### src/rtl/pcb_read_arbiter_pkg.sv
// Shared widths and address-field layout for the PCB read front-end.
package pcb_read_arbiter_pkg;

  localparam int unsigned PCB_ADDR_W = 16;
  localparam int unsigned PCB_DATA_W = 134;
  localparam int unsigned BUFID_W    = 9;
  localparam int unsigned LINE_W     = 7;

  // Read address layout: {bufid, line}
  localparam int unsigned ADDR_LINE_LSB  = 0;
  localparam int unsigned ADDR_LINE_MSB  = LINE_W - 1;
  localparam int unsigned ADDR_BUFID_LSB = LINE_W;
  localparam int unsigned ADDR_BUFID_MSB = PCB_ADDR_W - 1;

  typedef struct packed {
    logic [BUFID_W-1:0] bufid;
    logic [LINE_W-1:0]  line;
  } pcb_addr_t;

endpackage

### src/rtl/pcb_read_arbiter_rr_arbiter.sv
// Round-robin arbiter: picks the first eligible requester at or after the
// pointer; requesters acked in the current cycle are masked out.
module rr_arbiter #(
  parameter int unsigned N = 4,
  localparam int unsigned IDX_W = (N > 1) ? $clog2(N) : 1
) (
  input  logic             clk,
  input  logic             rst_n,
  input  logic [N-1:0]     req,
  input  logic [N-1:0]     mask_ack,
  output logic [N-1:0]     grant_onehot,
  output logic [IDX_W-1:0] grant_idx,
  output logic             valid
);

  logic [IDX_W-1:0] ptr;
  logic [N-1:0]     elig;
  int unsigned      idx;

  // Winner search starting at the pointer, wrapping N-1 to 0
  always_comb begin
    elig      = req & ~mask_ack;
    valid     = 1'b0;
    grant_idx = '0;
    idx       = 0;
    for (int unsigned i = 0; i < N; i++) begin
      idx = (32'(ptr) + i) % N;
      if (!valid && elig[IDX_W'(idx)]) begin
        valid     = 1'b1;
        grant_idx = IDX_W'(idx);
      end
    end
    grant_onehot = valid ? (N'(1) << grant_idx) : '0;
  end

  // Pointer moves to the slot after the winner; idle cycles leave it alone
  always_ff @(posedge clk or negedge rst_n) begin
    if (!rst_n) begin
      ptr <= '0;
    end else if (valid) begin
      ptr <= (grant_idx == IDX_W'(N - 1)) ? '0 : grant_idx + 1'b1;
    end
  end

endmodule

### src/rtl/pcb_read_arbiter.sv
// PCB read front-end: arbitrates port read requests onto the buffer RAM,
// routes returned lines to the requester, and arbitrates bufid releases
// onto the free list. Optional statistics counters: PCB_READ_STAT_EN.
module pcb_read_arbiter
  import pcb_read_arbiter_pkg::*;
#(
  parameter int unsigned PORT_NUM = 4,
  parameter int unsigned RD_LAT   = 2
) (
  input  logic                         i_clk,
  input  logic                         i_rst_n,
  input  logic [PCB_ADDR_W*PORT_NUM-1:0] iv_pkt_raddr,
  input  logic [PORT_NUM-1:0]          i_pkt_rd,
  output logic [PORT_NUM-1:0]          o_pkt_raddr_ack,
  output logic [PCB_DATA_W-1:0]        ov_pkt_data,
  output logic [PORT_NUM-1:0]          o_pkt_data_wr,
  input  logic [BUFID_W*PORT_NUM-1:0]  iv_pkt_bufid,
  input  logic [PORT_NUM-1:0]          i_pkt_bufid_wr,
  output logic [PORT_NUM-1:0]          o_pkt_bufid_ack,
  output logic [PCB_ADDR_W-1:0]        ov_ram_raddr,
  output logic                         o_ram_rd,
  input  logic [PCB_DATA_W-1:0]        iv_ram_rdata,
  output logic [BUFID_W-1:0]           ov_free_bufid,
  output logic                         o_free_bufid_wr
`ifdef PCB_READ_STAT_EN
  ,
  input  logic                         i_stat_clr,
  output logic [31:0]                  ov_rd_cnt,
  output logic [31:0]                  ov_rel_cnt
`endif
);

  localparam int unsigned IDX_W = $clog2(PORT_NUM);
  localparam int unsigned PIPE_W = RD_LAT * IDX_W;

  logic [PORT_NUM-1:0] rd_onehot;
  logic [IDX_W-1:0]    rd_idx;
  logic                rd_valid;
  logic [PORT_NUM-1:0] rel_onehot;
  logic [IDX_W-1:0]    rel_idx;
  logic                rel_valid;
  pcb_addr_t           sel_raddr;
  logic [BUFID_W-1:0]  sel_bufid;

  logic [IDX_W-1:0]    rd_id;
  logic [RD_LAT-1:0]   pipe_vld;
  logic [PIPE_W-1:0]   pipe_id;
  logic [IDX_W-1:0]    tail_id;

  rr_arbiter #(.N(PORT_NUM)) u_rd_arb (
    .clk          (i_clk),
    .rst_n        (i_rst_n),
    .req          (i_pkt_rd),
    .mask_ack     (o_pkt_raddr_ack),
    .grant_onehot (rd_onehot),
    .grant_idx    (rd_idx),
    .valid        (rd_valid)
  );

  rr_arbiter #(.N(PORT_NUM)) u_rel_arb (
    .clk          (i_clk),
    .rst_n        (i_rst_n),
    .req          (i_pkt_bufid_wr),
    .mask_ack     (o_pkt_bufid_ack),
    .grant_onehot (rel_onehot),
    .grant_idx    (rel_idx),
    .valid        (rel_valid)
  );

  // Select the winning port's read address and release bufid
  always_comb begin
    sel_raddr = '0;
    sel_bufid = '0;
    for (int unsigned p = 0; p < PORT_NUM; p++) begin
      if (32'(rd_idx) == p)
        sel_raddr = iv_pkt_raddr[p*PCB_ADDR_W +: PCB_ADDR_W];
      if (32'(rel_idx) == p)
        sel_bufid = iv_pkt_bufid[p*BUFID_W +: BUFID_W];
    end
  end

  // Read grant register: ack pulse, RAM strobe, address held when idle
  always_ff @(posedge i_clk or negedge i_rst_n) begin
    if (!i_rst_n) begin
      o_pkt_raddr_ack <= '0;
      ov_ram_raddr    <= '0;
      o_ram_rd        <= 1'b0;
      rd_id           <= '0;
    end else begin
      o_pkt_raddr_ack <= rd_onehot;
      o_ram_rd        <= rd_valid;
      if (rd_valid) begin
        ov_ram_raddr <= sel_raddr;
        rd_id        <= rd_idx;
      end
    end
  end

  // Flat shift registers keep RD_LAT=1 legal; the tail lines up with RAM data
  assign tail_id = pipe_id[PIPE_W-1 -: IDX_W];

  // Return pipeline and registered data delivery
  always_ff @(posedge i_clk or negedge i_rst_n) begin
    if (!i_rst_n) begin
      pipe_vld      <= '0;
      pipe_id       <= '0;
      o_pkt_data_wr <= '0;
      ov_pkt_data   <= '0;
    end else begin
      pipe_vld      <= (pipe_vld << 1) | RD_LAT'(o_ram_rd);
      pipe_id       <= (pipe_id << IDX_W) | PIPE_W'(rd_id);
      o_pkt_data_wr <= pipe_vld[RD_LAT-1] ? (PORT_NUM'(1) << tail_id) : '0;
      if (pipe_vld[RD_LAT-1])
        ov_pkt_data <= iv_ram_rdata;
    end
  end

  // Release grant register: ack pulse and free-list write
  always_ff @(posedge i_clk or negedge i_rst_n) begin
    if (!i_rst_n) begin
      o_pkt_bufid_ack <= '0;
      ov_free_bufid   <= '0;
      o_free_bufid_wr <= 1'b0;
    end else begin
      o_pkt_bufid_ack <= rel_onehot;
      o_free_bufid_wr <= rel_valid;
      if (rel_valid)
        ov_free_bufid <= sel_bufid;
    end
  end

`ifdef PCB_READ_STAT_EN
  // Read/release event counters; clear wins over a same-cycle increment
  always_ff @(posedge i_clk or negedge i_rst_n) begin
    if (!i_rst_n) begin
      ov_rd_cnt  <= '0;
      ov_rel_cnt <= '0;
    end else if (i_stat_clr) begin
      ov_rd_cnt  <= '0;
      ov_rel_cnt <= '0;
    end else begin
      ov_rd_cnt  <= ov_rd_cnt + 32'(o_ram_rd);
      ov_rel_cnt <= ov_rel_cnt + 32'(o_free_bufid_wr);
    end
  end
`endif

endmodule

### config.mk
export PLATFORM = sky130hd
export DESIGN_NAME = pcb_read_arbiter
export DESIGN_NICKNAME = d
export VERILOG_FILES = /design/src/rtl/pcb_read_arbiter_pkg.sv /design/src/rtl/pcb_read_arbiter_rr_arbiter.sv /design/src/rtl/pcb_read_arbiter.sv
export SDC_FILE = /design/constraint.sdc
export NUM_CORES = 1
export LEC_CHECK = 0
export ABC_AREA = 1
export BUFFER_PORTS_ARGS = -buffer_cell sky130_fd_sc_hd__clkbuf_2
export CAP_MARGIN = 20
export CORE_AREA = 2 2 162 164
export DETAILED_ROUTE_END_ITERATION = 7
export DIE_AREA = 0 0 164 166
export PLACE_DENSITY_LB_ADDON = 0.05
export SLEW_MARGIN = 40
export SYNTH_ARGS = -nofsm -noshare
export SYNTH_HDL_FRONTEND = slang
export SYNTH_SLANG_ARGS = --single-unit
export TNS_END_PERCENT = 100
### constraint.sdc
create_clock -name i_clk -period 3.3 [get_ports i_clk]
set_input_delay 0 -clock i_clk [delete_from_list [all_inputs] [get_ports i_clk]]
set_output_delay 0 -clock i_clk [all_outputs]
set_load 0.02 [all_outputs]
==> flow_metrics.env, run 1 <==
export IMPL_status="finished, final reports clean"
export IMPL_synthDistinctLibCells=25
export IMPL_holdWs_ps=8.86
export IMPL_p_per_area_nw_per_um2=967
export IMPL_syn2layout_area_growth_pct=60.3
export IMPL_cts_tree="yes"
export IMPL_grt_pass1_vias=8625
export IMPL_layout_min_cycle_time_ps=3040
export IMPL_synth_mux_area_share_pct=0
export IMPL_maxCapViolCount=0
export IMPL_die_area_um2=27200
export IMPL_worstSkewPairLatency_ps=430
export IMPL_crit_type="reg -> reg"
export IMPL_vias=8619
export IMPL_max_freq_mhz=329
export IMPL_first_pass_iters=4
export IMPL_power_frac_clock_pct=16.1
export IMPL_synth_nets=1269
export IMPL_drive_gt1_share_pct=30.8
export IMPL_dieWidth_um=164
export IMPL_syn_cell_area_um2=8130
export IMPL_synth_top_family_by_area="simple AND/OR/NAND/NOR gates"
export IMPL_busiest_layer="met2"
export IMPL_cts_buffers=17
export IMPL_cp_required_ps=3680
export IMPL_ys_seq_elements=185
export IMPL_gr_usage_met2_pct=35.6
export IMPL_finalSetupViolations=0
export IMPL_synth_top_area_cell="dfrtp_1"
export IMPL_globalRouteMet1Util_pct=24.1
export IMPL_cts_htree_levels=4
export IMPL_rows=59
export IMPL_initial_core_util_pct=31.7
export IMPL_postSynthAreaPerCell_um2=8.00
export IMPL_worst_pin_slew_ps=750
export IMPL_synth_compound_area_share_pct=5.02
export IMPL_grt_pass1_wl_um=44000
export IMPL_max_vdd_ir_drop_mv=0.690
export IMPL_p_switching_mw=5.69
export IMPL_fin_crit_sh_pct=92.1
export IMPL_ys_top_cells_by_area="dfrtp_1 57%, nand2_1 28%, nand3_1 2.2%"
export IMPL_dieHeight_um=166
export IMPL_hold_violations=0
export IMPL_clockBufferDepth=2
export IMPL_diodes=0
export IMPL_rr_startpoint="u_rd_arb.ptr[1]"
export IMPL_total_power_mw=12.6
export IMPL_gp_congestion=0.837
export IMPL_synthXorXnorAreaFrac_pct=0
export IMPL_ys_seq_area_share_pct=56.9
export IMPL_skew_ps=13.7
export IMPL_drt_total_wl_um=28200
export IMPL_cts_root_buf="clkbuf_16"
export IMPL_cp_max_fo=7
export IMPL_synth_top_area_share_pct=56.9
export IMPL_pwr_share_seq_pct=26.6
export IMPL_startpoint="u_rd_arb.ptr[1]"
export IMPL_crit_path_end_kind="flip-flop"
export IMPL_core_um2=25600
export IMPL_cts_sinks=185
export IMPL_clk_pin_slew_ps=80
export IMPL_drc=0
export IMPL_yosysWarnings=0
export IMPL_grt_total_usage_pct=20.4
export IMPL_reg2reg_to="ov_ram_raddr[5]"
export IMPL_antenna_found_initial=0
export IMPL_wl_per_cell_um=14.4
export IMPL_arrival_ps=3420
export IMPL_final_area_um2=13000
export IMPL_hold_path_class="in -> reg"
export IMPL_power_leakage_nw=7.22
export IMPL_ff2ff_setup_slack_ps=260
export IMPL_swShare_pct=45.1
export IMPL_grt_max_degree=94
export IMPL_critical_path_startpoint_type="flip-flop"
export IMPL_placed_area_um2=10500
export IMPL_synth_fa_ha_area_share_pct=1.23
export IMPL_drt_iter0_markers=534
export IMPL_use_met3_pct=5.44
export IMPL_reg2reg_depth=20
export IMPL_gr_total_overflow=0
export IMPL_ant_nets=0
export IMPL_slew_violations=0
export IMPL_via_per_inst=4.41
export IMPL_nNetsFinal=1860
export IMPL_relSlewSlack_pct=50.0
export IMPL_combPwrFrac_pct=57.3
export IMPL_pin_count=417
export IMPL_postSynthCellCount=1017
export IMPL_synth_simple_area_share_pct=32.2
export IMPL_p_int_mw=6.92
export IMPL_hpwlAfterDp_um=19900
export IMPL_crit_end="ov_ram_raddr[5]"
export IMPL_portBuffers=416
## final cells by class
type / instances / area [um2]
multi-input combinational: 751 / 3170
fill: 2577 / 12600
sequential: 185 / 4640
clock buffer: 19 / 433
clock inverter: 13 / 134
timing repair buffer: 620 / 4110
inverter: 33 / 138
tap: 335 / 419
## cells in the final DEF, fill, tap and decap left out, types with 2 or more instances in the layout
master / count
a21oi_1: 25
buf_12: 2
buf_4: 19
buf_6: 2
clkbuf_1: 2
clkbuf_16: 17
clkbuf_2: 415
clkinv_4: 3
clkinvlp_4: 3
dfrtp_1: 182
dfrtp_2: 2
dlygate4sd3_1: 181
ha_1: 6
ha_2: 2
inv_1: 22
inv_2: 5
inv_4: 4
inv_6: 4
inv_8: 2
nand2_1: 597
nand2_2: 8
nand3_1: 36
nand4_1: 3
nor2_1: 10
nor2_4: 2
nor3_1: 4
o211ai_1: 9
o21ai_0: 36
o21ai_1: 7
## critical path, stage by stage (launching register included)
cell and delay (ps):
dfrtp_2 450, inv_2 130, nand2_1 60, nand2_1 70, nand3_1 90, nand2_2 120, nand2_2 80, nor2_4 190
nand3_1 120, nand2_2 120, ha_1 150, inv_1 100, nor2_4 190, buf_4 140, nand2_1 40, nand2_1 70
o21ai_1 60, o21ai_0 130, dlygate4sd3_1 570, nand2_1 60, nand2_1 70
## routing by layer
metal	part of all wire [%]	wire length (um)
met2	48	13600
met3	7.2	2040
met1	42	11700
met5	0	0
met4	2.7	767
## synthesized netlist by cell type
library cell	instances
nand2_1	598
dfrtp_1	185
clkbuf_1	36
nand3_1	36
o21ai_0	36
a21oi_1	25
inv_1	25
nor2_1	10
o211ai_1	9
ha_1	8
nand2_2	7
o21ai_1	7
buf_2	5
buf_6	5
inv_2	4
nor3_1	4
buf_4	3
inv_4	3
nand4_1	3
nand3_2	2
nor2_4	2
buf_1	1
clkinv_1	1
nand2_4	1
nand4_4	1
## logic make-up (layout without fill, tap and decap cells)
kind of cell	after synthesis	in the layout
simple gates	664	666
compound gates	77	77
fa+ha+maj	8	8
flops	185	185
buf+inv	83	685
## sequential cells by signal, indices dropped and copies added (netlist names), 2 cells and up
name / count
ov_pkt_data: 134
o_pkt_raddr_ack: 4
o_pkt_data_wr: 4
o_pkt_bufid_ack: 4
u_rel_arb.ptr: 2
ov_ram_raddr: 16
ov_free_bufid: 9
u_rd_arb.ptr: 2
pipe_vld: 2
pipe_id: 4
rd_id: 2
## what timing repair did
item	in CTS	in global routing
endpoints found under the setup margin	0	12
endpoints found under the hold margin	250	0
setup buffers	0	14
hold buffers	181	0
gates resized for setup	0	11
## power by group through the flow
stage | registers (mW) | clock network [mW] | logic [mW]
finish | 3.35 | 2.03 | 7.23
global route | 3.44 | 2.20 | 8.14
CTS | 3.35 | 2.09 | 6.85
detailed placement | 3.39 | 0 | 6.23
global placement | 3.38 | 0 | 6.18
floorplan | 3.97 | 0 | 3.85
## worst min path at each step
stage / to / slack (ps) / depth (start not counted) / start
after detailed placement: ov_pkt_data[19] / 130 / 1 / i_rst_n
final: ov_free_bufid[7] / 9 / 7 / iv_pkt_bufid[7]
after global routing: ov_ram_raddr[9] / 40 / 5 / iv_pkt_raddr[41]
after CTS: ov_ram_raddr[3] / 3 / 5 / iv_pkt_raddr[35]
after global placement: ov_pkt_data[19] / 140 / 1 / i_rst_n
after floorplan: o_free_bufid_wr / -300 / 0 / i_rst_n
## metrics by stage
step	instances	TNS [ps]	utilization, %	worst slack (ps)
detailed placement	1727	0	41.0	421
CTS	1940	0	50.3	38.2
floorplan	1017	0	-	784
global route	1956	-124	50.9	-29.5
finish	1956	0	50.9	260
global placement	1727	0	41.0	455
(Power assumes the default switching activity.)
==> inputs of run 2 (changes only) <==
RECOVER_POWER = 50   (was not set)
==> run 2 against run 1 <==
  * The flow now finishes with violations (max-capacitance violations, max-slew violations)
  * Cell count did not move
  * Clock power barely moved
  * Die area did not move
  * Sequential share of layout area rose by 0.63 points
  * Wire length rose by 0.34%
  * Fmax barely moved
  * Combinational power fell by 2%
==> flow_metrics.env, run 2 (synthesis gave the netlist of run 1 again) <==
export IMPL_path_depth=20
export IMPL_rows=59
export IMPL_maxCapViolCount=1
export IMPL_hold_path_depth=7
export IMPL_final_cell_mix="597 x nand2_1, 243 x clkbuf_2, 182 x dfrtp_1, 181 x dlygate4sd3_1, 175 x clkbuf_1"
export IMPL_arrival_ps=3420
export IMPL_cts_buffers=17
export IMPL_wl_per_cell_um=14.4
export IMPL_critical_path_startpoint_type="flip-flop"
export IMPL_largest_register_ffs=134
export IMPL_finalSetupViolations=0
export IMPL_core_um2=25600
export IMPL_dieHeight_um=166
export IMPL_nNetsFinal=1860
export IMPL_initial_core_util_pct=31.7
export IMPL_busiest_layer="met2"
export IMPL_drive_gt1_share_pct=20.2
export IMPL_cts_htree_levels=4
export IMPL_diodes=0
export IMPL_worstSkewPairLatency_ps=430
export IMPL_max_vdd_ir_drop_mv=0.688
export IMPL_antenna_found_initial=0
export IMPL_die_area_um2=27200
export IMPL_via_per_inst=4.40
export IMPL_p_per_area_nw_per_um2=972
export IMPL_skew_ps=13.5
export IMPL_syn2layout_area_growth_pct=57.5
export IMPL_top_register="ov_pkt_data"
export IMPL_crit_path_end_kind="flip-flop"
export IMPL_path_cells="inv_2 > nand2_1 > nand2_1 > nand3_1 > nand2_2 > nand2_2 > nor2_4 > nand3_1 > nand2_2 > ha_1 > inv_1 > nor2_4 > buf_4 > nand2_1 > nand2_1 > o21ai_1 > o21ai_0 > dlygate4sd3_1 > nand2_1 > nand2_1"
export IMPL_hold_path_class="in -> reg"
export IMPL_largestRegisters="ov_pkt_data: 134 flops, ov_ram_raddr: 16 flops, ov_free_bufid: 9 flops"
export IMPL_critPathMaxStageDelay_ps=570
export IMPL_drc=0
export IMPL_hpwlAfterDp_um=19900
export IMPL_final_common_cell="nand2_1"
export IMPL_clockBufferDepth=2
export IMPL_cp_required_ps=3680
export IMPL_dieWidth_um=164
export IMPL_ant_nets=0
export IMPL_gr_usage_met2_pct=35.6
export IMPL_status="finished with violations"
export IMPL_reg2reg_depth=20
export IMPL_cpLargestDelayFamily="simple AND/OR/NAND/NOR gates"
export IMPL_slew_violations=93
export IMPL_cts_tree="yes"
export IMPL_vias=8614
export IMPL_grt_max_degree=94
export IMPL_dp_cells=1727
export IMPL_crit_type="reg -> reg"
export IMPL_clk_pin_slew_ps=80
export IMPL_globalRouteMet1Util_pct=24.1
export IMPL_area_sequential_um2=4640
export IMPL_layout_min_cycle_time_ps=3040
export IMPL_relSlewSlack_pct=-62.0
export IMPL_gr_total_overflow=0
export IMPL_worst_pin_slew_ps=2430
export IMPL_grt_total_usage_pct=20.4
export IMPL_pin_count=417
export IMPL_power_leakage_nw=6.69
export IMPL_fill_cells=2647
export IMPL_critPathSlowestCell="dlygate4sd3_1"
export IMPL_gp_congestion=0.837
export IMPL_total_power_mw=12.5
export IMPL_use_met3_pct=5.44
export IMPL_first_pass_iters=5
export IMPL_cp_max_fo=7
export IMPL_grt_pass1_vias=8625
export IMPL_final_cells=1956
export IMPL_path_buf_inv=4
export IMPL_max_freq_mhz=329
export IMPL_drt_iter0_markers=549
export IMPL_multi_input_area_um2=3170
export IMPL_portBuffers=416
export IMPL_drt_total_wl_um=28300
export IMPL_fin_setup_tns_ps=0
export IMPL_grt_pass1_wl_um=44000
export IMPL_cts_sinks=185
export IMPL_cts_root_buf="clkbuf_16"
export IMPL_hold_violations=0
export IMPL_crit_top_cell="nand2_1"
export IMPL_fin_crit_sh_pct=92.2
export IMPL_violations="max-capacitance violations, max-slew violations"
run 2: cell count changes in the layout (fill, tap and decap cells not counted), sizes merged:
cell	previous run	this run
buf	24	23
clkbuf	434	435
run 2: layer usage:
metal  wire, um  share of wire [%]  up-vias
met5          0                  0        -
met4        748                2.6        0
met3       2030                7.2       42
met2      13700                 49      313
met1      11800                 42     3920
li1           -                  -     4339
run 2: worst register-to-register path, cell delays in order, from the launching register on:
cell	delay, ps
dfrtp_2	450
inv_2	130
nand2_1	60
nand2_1	70
nand3_1	90
nand2_2	120
nand2_2	80
nor2_4	190
nand3_1	120
nand2_2	120
ha_1	150
inv_1	100
nor2_4	190
buf_4	140
nand2_1	40
nand2_1	70
o21ai_1	60
o21ai_0	130
dlygate4sd3_1	570
nand2_1	60
nand2_1	70
run 2: metrics by stage:
stage | worst slack (ps) | area, um2 | hold slack, ps | utilization (%)
4_1_cts | 38.2 | 12900 | 2.81 | 50.3
6_report | 258 | 12800 | 13.2 | 50.0
2_1_floorplan | 784 | 8130 | -296 | -
5_1_grt | -29.5 | 12800 | 38.3 | 50.0
3_3_place_gp | 455 | 10500 | 136 | 41.0
3_5_place_dp | 421 | 10500 | 134 | 41.0
run 2: timing repair:
action / 4_1_cts / 5_1_grt
resized for setup: 0 / 11
hold buffers: 181 / 0
buffers inserted: 0 / 14
endpoints found under the setup margin: 0 / 12
endpoints found under the hold margin: 250 / 0
run 2: final timing paths:
path | from | end | slack, ps
min | iv_pkt_bufid[7] | ov_free_bufid[7] | 10
max reg2reg | u_rd_arb.ptr[1] | ov_ram_raddr[5] | 260
min reg2reg | pipe_id[1] | pipe_id[3] | 350
max | u_rd_arb.ptr[1] | ov_ram_raddr[5] | 260
max in group asynchronous | i_rst_n | u_rd_arb.ptr[1] | 820
min in group asynchronous | i_rst_n | ov_pkt_data[19] | 800
run 2: where the power goes:
group / switching (mW) / internal [mW] / total, mW
logic: 4.33 / 2.76 / 7.09
clock network: 0.958 / 1.06 / 2.02
registers: 0.381 / 2.96 / 3.34
run 2: final cells by class:
| cell class | count | share of cell area, % |
|---|---|---|
| clock buffers | 19 | 3.38 |
| clock inverters | 13 | 1.05 |
| inverters | 33 | 1.07 |
| multi-input cells | 751 | 24.7 |
| flip-flops and latches | 185 | 36.2 |
| well taps | 335 | 3.27 |
| repair buffers | 620 | 30.3 |
